`config.mk`:
```
export PLATFORM = sky130hd
export DESIGN_NAME = dual_issue_scheduler
export DESIGN_NICKNAME = d
export VERILOG_FILES = /design/src/rtl/dual_issue_scheduler.sv
export SDC_FILE = /design/constraint.sdc
export NUM_CORES = 1
export LEC_CHECK = 0
export CORE_MARGIN = 2
export CORE_UTILIZATION = 49
export CTS_BUF_LIST = sky130_fd_sc_hd__clkbuf_16
export CTS_CLUSTER_SIZE = 25
export DETAILED_ROUTE_END_ITERATION = 8
export PLACE_DENSITY = 0.77
export SYNTH_ARGS = -nofsm -noshare
export SYNTH_HDL_FRONTEND = slang
export SYNTH_SLANG_ARGS = --single-unit
```
`constraint.sdc`:
```
create_clock -name clk -period 3.05 [get_ports clk]
set_input_delay 0.305 -clock clk [delete_from_list [all_inputs] [get_ports clk]]
set_output_delay 0.305 -clock clk [all_outputs]
set_load 0.02 [all_outputs]
```
`src/rtl/dual_issue_scheduler.sv`:
```
// Purpose : in-order dual-issue stage between fetch and two execute lanes,
//           with a countdown scoreboard and clocked hold buffers for stalled
//           or split instructions.
// Latency : one cycle, fetch pair to registered issue outputs.
// Backpressure: fetch_ready is low while anything is held or during flush.
//           Held instructions retry every cycle until their hazards clear.
//
// Ports:
//   clk, rst_n            clock, asynchronous active-low reset
//   fetch_valid/ready     fetch pair handshake; fetch_instr1 is the older one
//   flush                 synchronous discard of held and fetched instructions
//   issue_instr1/2        registered lane outputs (0x0000 = nop)
//   issue_single          exactly one lane carries an instruction
//   issue_stall           the oldest pending instruction was blocked by a hazard
//
// Optional: define ISSUE_PERF_CNT_EN to add the saturating perf_stall_cnt and
// perf_dual_cnt outputs.
//
// LAT must be in 1..3 because the scoreboard counters are 2 bits wide.

module dual_issue_scheduler #(
  parameter int LAT = 2
) (
  input  logic        clk,
  input  logic        rst_n,
  input  logic        fetch_valid,
  output logic        fetch_ready,
  input  logic [15:0] fetch_instr1,
  input  logic [15:0] fetch_instr2,
  input  logic        flush,
  output logic [15:0] issue_instr1,
  output logic [15:0] issue_instr2,
  output logic        issue_single,
  output logic        issue_stall
`ifdef ISSUE_PERF_CNT_EN
  ,
  output logic [15:0] perf_stall_cnt,
  output logic [15:0] perf_dual_cnt
`endif
);

  localparam logic [1:0]  S_IDLE  = 2'd0;
  localparam logic [1:0]  S_HOLD1 = 2'd1;
  localparam logic [1:0]  S_HOLD2 = 2'd2;
  localparam logic [1:0]  LAT_V   = 2'(LAT);
  localparam logic [15:0] NOP     = 16'h0000;

  logic [1:0]      state_q, state_d;
  logic [15:0]     hold0_q, hold0_d;
  logic [15:0]     hold1_q, hold1_d;
  logic [15:0]     iss1_q, iss1_d;
  logic [15:0]     iss2_q, iss2_d;
  logic            single_q, single_d;
  logic            stall_q, stall_d;
  logic [7:0][1:0] busy_q, busy_d;

  logic            accept;
  logic [15:0]     c0, c1;
  logic [15:0]     a_instr, b_instr;
  logic            a_vld, b_vld;

  function automatic logic is_nop(input logic [15:0] x);
    return x[15:12] == 4'd0;
  endfunction

  // rs2 is a source only for register-register forms (imm flag clear).
  function automatic logic hazard(input logic [15:0] x, input logic [7:0][1:0] bsy);
    return (bsy[x[7:5]] != 2'd0) || (!x[11] && (bsy[x[4:2]] != 2'd0));
  endfunction

  // Younger instruction reads or rewrites the older one's destination.
  function automatic logic conflict(input logic [15:0] a, input logic [15:0] b);
    return (b[7:5] == a[10:8]) ||
           (!b[11] && (b[4:2] == a[10:8])) ||
           (b[10:8] == a[10:8]);
  endfunction

  assign fetch_ready = (state_q == S_IDLE) && !flush;
  assign accept      = fetch_valid && fetch_ready;

  // Candidate pair in program order; held instructions are always older than
  // anything fetch could offer, which is why fetch is refused while holding.
  always_comb begin
    c0 = NOP;
    c1 = NOP;
    case (state_q)
      S_HOLD2: begin
        c0 = hold0_q;
        c1 = hold1_q;
      end
      S_HOLD1: c0 = hold0_q;
      default: begin
        if (accept) begin
          c0 = fetch_instr1;
          c1 = fetch_instr2;
        end
      end
    endcase
  end

  // Compact away nops so A is the oldest real instruction and B the next.
  assign a_instr = is_nop(c0) ? c1 : c0;
  assign b_instr = is_nop(c0) ? NOP : c1;
  assign a_vld   = !is_nop(a_instr);
  assign b_vld   = !is_nop(b_instr);

  always_comb begin
    state_d  = S_IDLE;
    hold0_d  = NOP;
    hold1_d  = NOP;
    iss1_d   = NOP;
    iss2_d   = NOP;
    single_d = 1'b0;
    stall_d  = 1'b0;
    if (!flush && a_vld) begin
      if (hazard(a_instr, busy_q)) begin
        // B stays behind A even if B itself is ready: strictly in order.
        stall_d = 1'b1;
        hold0_d = a_instr;
        if (b_vld) begin
          hold1_d = b_instr;
          state_d = S_HOLD2;
        end else begin
          state_d = S_HOLD1;
        end
      end else begin
        iss1_d = a_instr;
        if (!b_vld) begin
          single_d = 1'b1;
        end else if (!hazard(b_instr, busy_q) && !conflict(a_instr, b_instr)) begin
          iss2_d = b_instr;
        end else begin
          single_d = 1'b1;
          hold0_d  = b_instr;
          state_d  = S_HOLD1;
        end
      end
    end
  end

  // Counters always age, even across flush, since issued work still
  // completes. A fresh issue reloads its rd, overriding the decrement.
  always_comb begin
    for (int r = 0; r < 8; r++) begin
      busy_d[r] = (busy_q[r] != 2'd0) ? (busy_q[r] - 2'd1) : 2'd0;
    end
    if (!is_nop(iss1_d)) busy_d[iss1_d[10:8]] = LAT_V;
    if (!is_nop(iss2_d)) busy_d[iss2_d[10:8]] = LAT_V;
  end

  always_ff @(posedge clk or negedge rst_n) begin
    if (!rst_n) begin
      state_q  <= S_IDLE;
      hold0_q  <= NOP;
      hold1_q  <= NOP;
      iss1_q   <= NOP;
      iss2_q   <= NOP;
      single_q <= 1'b0;
      stall_q  <= 1'b0;
      busy_q   <= '0;
    end else begin
      state_q  <= state_d;
      hold0_q  <= hold0_d;
      hold1_q  <= hold1_d;
      iss1_q   <= iss1_d;
      iss2_q   <= iss2_d;
      single_q <= single_d;
      stall_q  <= stall_d;
      busy_q   <= busy_d;
    end
  end

  assign issue_instr1 = iss1_q;
  assign issue_instr2 = iss2_q;
  assign issue_single = single_q;
  assign issue_stall  = stall_q;

`ifdef ISSUE_PERF_CNT_EN
  logic [15:0] perf_stall_q, perf_stall_d;
  logic [15:0] perf_dual_q, perf_dual_d;

  // Lane 2 only ever carries an instruction when both lanes issue.
  always_comb begin
    perf_stall_d = perf_stall_q;
    perf_dual_d  = perf_dual_q;
    if (stall_d && (perf_stall_q != 16'hFFFF)) perf_stall_d = perf_stall_q + 16'd1;
    if (!is_nop(iss2_d) && (perf_dual_q != 16'hFFFF)) perf_dual_d = perf_dual_q + 16'd1;
  end

  always_ff @(posedge clk or negedge rst_n) begin
    if (!rst_n) begin
      perf_stall_q <= 16'd0;
      perf_dual_q  <= 16'd0;
    end else begin
      perf_stall_q <= perf_stall_d;
      perf_dual_q  <= perf_dual_d;
    end
  end

  assign perf_stall_cnt = perf_stall_q;
  assign perf_dual_cnt  = perf_dual_q;
`endif

endmodule

```
# ---- Yosys cells after proc, flatten, opt, wreduce, memory -nomap -nowiden
# Cells that the tools add are included.
dict set report op_classes {
  n_addsub 8
  n_mul 0
  div_mod_pow 0
  magnitude_cmp 8
  n_eq_ne 5
  n_shift 0
  n_mux 52
  bitwise 6
  n_reduce_logical 38
}
# cell n
set ops {}
lappend ops {{16-bit two-way mux} 20}
lappend ops {{2-bit two-way mux} 17}
lappend ops {{16-bit one-hot mux with 2 select lines} 1}
lappend ops {{2-bit binary-select mux with 3-bit select} 4}
lappend ops {{3-bit by 4-bit < comparator with 1-bit output (second input constant)} 6}
lappend ops {{2-bit nonzero test} 12}
lappend ops {{4-bit logical NOT} 5}
lappend ops {{8-bit AND} 2}
lappend ops {{8-bit NOT} 2}
lappend ops {{8-bit bitwise OR} 2}
lappend ops {{2-bit by 1-bit subtractor with 2-bit output (second input constant)} 8}
lappend ops {{2-bit demux with 3-bit select} 2}
lappend ops {{3-bit equality test} 3}
lappend ops {{1-bit logical AND} 9}
lappend ops {{1-bit two-way mux} 8}
lappend ops {{3-bit by 1-bit >= comparator with 1-bit output (second input constant)} 2}
lappend ops {{1-bit logical NOT} 6}
lappend ops {{1-bit logical OR} 4}
lappend ops {{2-bit by 1-bit equality test with 1-bit output (second input constant)} 1}
lappend ops {{2-bit equality test (second input constant)} 1}
lappend ops {{2-bit logical NOT} 1}
lappend ops {{2-bit OR reduction} 1}
dict set report word_totals {
  ff_bits 84
  latchBits 0
  mem_bits_rw 0
  romBits 0
  inputBits 36
  out_inout_bits 35
  memories 0
}

# ---- Logic depth before layout (Yosys ltp)
dict set report logic_depth {
  word_depth 25
  ltp_mapped 17
  ltp_nobuf 12
}

# ---- Worst setup path before layout
# Ideal clock, no wire load.
dict set report synth_timing {
  path_type {reg2reg}
  startpoint {register state_q[0]}
  endpoint {register hold0_q[6]}
  setup_time_ns 0.143
  arrival_ns 3.096
  required_ns 2.907
  path_slack_ns -0.189
  stages_incl_launch_ff 16
  synth_period_minus_slack_ns 3.239
  path_cell_list {dfrtp_1 -> inv_1 -> ha_1 -> and4bb_1 -> buf_6 -> buf_6 -> buf_6 -> o21ai_2 -> a32oi_2 -> mux2i_1 -> o2111a_1 -> a2111oi_2 -> o2111ai_1 -> buf_2 -> a32oi_4 -> o22ai_1}
}
dict set report synth_between {
  elab_chain_cells 18
  word_cells_on_any_way 48
  classes_between {5 x eq/ne; 18 x mux; 25 x reduce/logical}
}
# item line
set synth_rtl {}
lappend synth_rtl {{from (decl)} 48} ;# logic [1:0] state_q, state_d;
lappend synth_rtl {{from (signal assigned)} 162} ;# state_q <= state_d;
lappend synth_rtl {{2-bit logical NOT} 78} ;# assign fetch_ready = (state_q == S_IDLE) && !flush;
lappend synth_rtl {{1-bit logical AND} 78}
lappend synth_rtl {{1-bit logical AND} 79} ;# assign accept = fetch_valid && fetch_ready;
lappend synth_rtl {{16-bit two-way mux} 93} ;# if (accept) begin
lappend synth_rtl {{16-bit two-way mux} 86} ;# case (state_q)
lappend synth_rtl {{4-bit logical NOT} 63} ;# return x[15:12] == 4'd0;
lappend synth_rtl {{16-bit two-way mux} 103} ;# assign b_instr = is_nop(c0) ? NOP : c1;
lappend synth_rtl {{2-bit binary-select mux with 3-bit select} 68} ;# return (bsy[x[7:5]] != 2'd0) || (!x[11] && (bsy[x[4:2]] != 2'd0));
lappend synth_rtl {{(+3 left out)} n/a}
lappend synth_rtl {{1-bit logical OR} 68}
lappend synth_rtl {{1-bit logical NOT} 130} ;# end else if (!hazard(b_instr, busy_q) && !conflict(a_instr, b_instr)) begin
lappend synth_rtl {{1-bit logical AND} 130}
lappend synth_rtl {{16-bit two-way mux} 130}
lappend synth_rtl {{16-bit two-way mux} 128} ;# if (!b_vld) begin
lappend synth_rtl {{16-bit two-way mux} 116} ;# if (hazard(a_instr, busy_q)) begin
lappend synth_rtl {{16-bit two-way mux (*)} 115} ;# if (!flush && a_vld) begin
lappend synth_rtl {{named net hold0_d[6]} 49} ;# logic [15:0] hold0_q, hold0_d;
lappend synth_rtl {{to (signal assigned)} 163} ;# hold0_q <= hold0_d;
lappend synth_rtl {{to (decl)} 49}
# The timed path passes the listed nets; every way through them passes the cells marked *. The select of a mux whose other input is x is not followed.

# ---- Worst setup path after layout
dict set report layout_timing {
  startpoint {register state_q[0]}
  endpoint {register hold0_q[1]}
}
# Same word-level chain as after synthesis.

==> metrics.yaml <==
outcome: "finished with violations"
failed_checks: "setup timing"
synth_nets: 517
syn_inst: 479
syn_to_final_growth_pct: 77.55
htreeDepth: 3
yosys.area.top_type: "dfrtp_1"
placed_area_um2: 6509
ys_seq_area_share_pct: 44.43
fp.dieH_um: 102.3
fin_ws_ns: -0.4671
initialDrtViolationCount: 944
synthTopCellsByArea: "dfrtp_1 44%, nor2_1 4.0%, nand2_1 2.5%"
stdcell_area_um2: 8399
rsz0062_at_grt: "yes"
cts_made_buffers: 9
postCtsHoldBufs: 0
end_kind: "flip-flop"
cp_max_fo: 6
fin_skew_ns: 0.007194
viasPerCell: 7.201
first_pass_iters: 9
cts_buffer_depth: 2
hpwl_mm: 13.24
maxCapViolCount: 0
drc_errors: 0
syn_area_per_cell_um2: 9.876
vias: 6114
reg2reg_to: "hold0_q[1]$_DFF_PN0_"
r2r_start: "state_q[0]$_DFF_PN0_"
clk_latency_ns: 0.35
cpMostUsedCell: "buf_12"
start_util_pct: 50.96
max_slew.worst_pin.slew_ns: 1.093
nets: 752
crit_chain: "inv_2, ha_4, buf_4, and3b_1, a22oi_1, a32o_2, a21o_1, or4_4, a31oi_4, buf_12, nand2b_4, inv_4, a32oi_4, buf_12, o22ai_1"
rrSetupSlack_ns: -0.47
leakagePower_nw: 3.474
synth_ff_type: "dfrtp_1"
synth-seq-cells: 84
async_reset_ff_share_pct: 100.0
die_w_um: 102.3
grt_max_degree: 85
dieArea_um2: 10460
yosys_warnings: 0
gp_congestion: 0.9620
cts_tree: "yes"
path_class: "flip-flop to flip-flop"
ant_nets: 0
cp-start-kind: "flip-flop"
core_area_um2: 9284
cp.buffers_inverters: 5
final_util_pct: 90.47
r2r_cells: 15
clkSinkCount: 84
grt_usage_pct: 37.60
period_needed_ns: 3.517
synth_edf_count: 0
synth_cell_types: 83
grt_pass1_wl_mm: 29.41
synthDominantCellAreaShare_pct: 44.43
root_buffer: "clkbuf_16"
relSlewSlack_pct: 27.13
synthTopCellsByCount: "84 x dfrtp_1, 50 x nor2_1, 32 x nand2_1"
ioPinCount: 71
clkTransAtPathRegs_ns: 0.07
worstPathRequired_ns: 3.26
finalSetupViolCount: 83
crit_slowest_cell: "or4_4"
rows: 35
grt_pass1_vias: 5462
synth_area_um2: 4731
antenna_found_initial: 1
grt.overflow.total: 0
synth_most_common_cell: "dfrtp_1"
routed_wl_mm: 24.97
final-max-slew-violation-count: 0
hp-class: "primary input to async pin"
fmax_mhz: 284.3
cp.arrival_ns: 3.72
port_buffers: 70
finalCritPeriodShare_pct: 115.3
avgRoutedWirePerCell_um: 29.42
hold_viol: 0
power_w: 0.006960
vdd_drop_max_mv: 0.7105
cpLargestDelayFamily: "compound AO/OA/AOI/OAI gates"
layout-drive-gt1-share_pct: 47.98
cp_slowest_stage_delay_ns: 0.52
p_per_area_nw_per_um2: 828.6
-- cell type report --
class,instances,area [um^2]
fillers,367,884.6
multi-input cells,348,3344
repair buffers,257,2430
diodes,1,2.502
inverters,14,55.05
clock inverters,7,78.83
clock buffers,9,225.2
flip-flops and latches,84,2102
well taps,129,161.4
-- sequential cells by signal, indices dropped and copies added (netlist names) --
name,count
busy_q,16
issue_instr1,16
issue_instr2,16
hold1_q,16
state_q,2
issue_stall,1
issue_single,1
hold0_q,16
-- power breakdown --
group	switching (W)	internal, W
registers	0.0000742	0.00121
logic	0.00248	0.00203
clock network	0.000520	0.000648
total	0.00307	0.00389
-- per-layer routing --
metal	global-route usage, %	share of wire, %	vias up
met5	0	0	-
met2	62.75	45	671
met3	6.361	13	265
met1	49.65	33	2847
met4	13.23	9.4	0
li1	-	-	2331
-- cell families after synthesis --
group	Yosys count	share of synthesized area, %
and+or+nand+nor	169	18.75
buffers and inverters	49	5.475
DFF	84	44.43
muxes	4	0.8728
xor gates and xnor gates	5	0.9256
AOI/OAI and AO/OA	166	29.01
adders and majority gates	2	0.5289
-- repair_timing --
item	in CTS	in global routing
pin swaps	23	35
gates cloned	2	4
setup endpoints to repair	83	80
resized for setup	90	136
buffers inserted	19	25
-- worst max path at each step --
| stage | startpoint | end | slack [ns] | cells after the start |
|---|---|---|---|---|
| floorplan | state_q[0]$_DFF_PN0_ | hold0_q[6]$_DFF_PN0_ | -0.02 | 15 |
| global placement | flush | hold0_q[5]$_DFF_PN0_ | -0.62 | 11 |
| detailed placement | flush | hold0_q[5]$_DFF_PN0_ | -0.69 | 11 |
| CTS | state_q[1]$_DFF_PN0_ | hold0_q[6]$_DFF_PN0_ | -0.22 | 13 |
| global route | state_q[0]$_DFF_PN0_ | hold0_q[1]$_DFF_PN0_ | -0.47 | 14 |
| finish | state_q[0]$_DFF_PN0_ | hold0_q[1]$_DFF_PN0_ | -0.47 | 15 |
-- cell usage in the layout (no fill, tap or decap), types with 6 or more instances in the layout --
master / Yosys / final
a22o_1: 10 / 8
o22ai_1: 16 / 8
nor3_2: 1 / 7
nand2_1: 32 / 30
buf_8: 0 / 6
nor3_1: 16 / 6
o22ai_2: 0 / 8
dfrtp_1: 84 / 84
nor2_1: 50 / 38
clkdlybuf4s50_1: 0 / 69
nor4_2: 5 / 8
or2_2: 7 / 6
and3_4: 0 / 6
o21ai_1: 1 / 7
o21ai_0: 18 / 9
buf_6: 6 / 34
a22oi_1: 11 / 8
clkbuf_16: 0 / 11
a221o_1: 9 / 9
inv_1: 13 / 11
buf_12: 0 / 8
a2111oi_4: 0 / 10
nor2_4: 0 / 11
nor4_4: 0 / 6
buf_4: 4 / 137
a21oi_1: 17 / 12
-- per-stage QoR --
| step | setup WS (ns) | instances | setup TNS (ns) | hold WS (ns) |
|---|---|---|---|---|
| finish | -0.4671 | 849 | -25.37 | 0.1586 |
| global route | -0.4706 | 848 | -24.51 | 0.2600 |
| CTS | -0.2216 | 820 | -10.31 | 0.1930 |
| detailed placement | -0.6882 | 785 | -37.25 | 0.4530 |
| global placement | -0.6224 | 785 | -31.90 | 0.4401 |
| floorplan | -0.01518 | 479 | -0.06699 | 0.009409 |
Note: power is estimated with default switching activity, not from simulation.
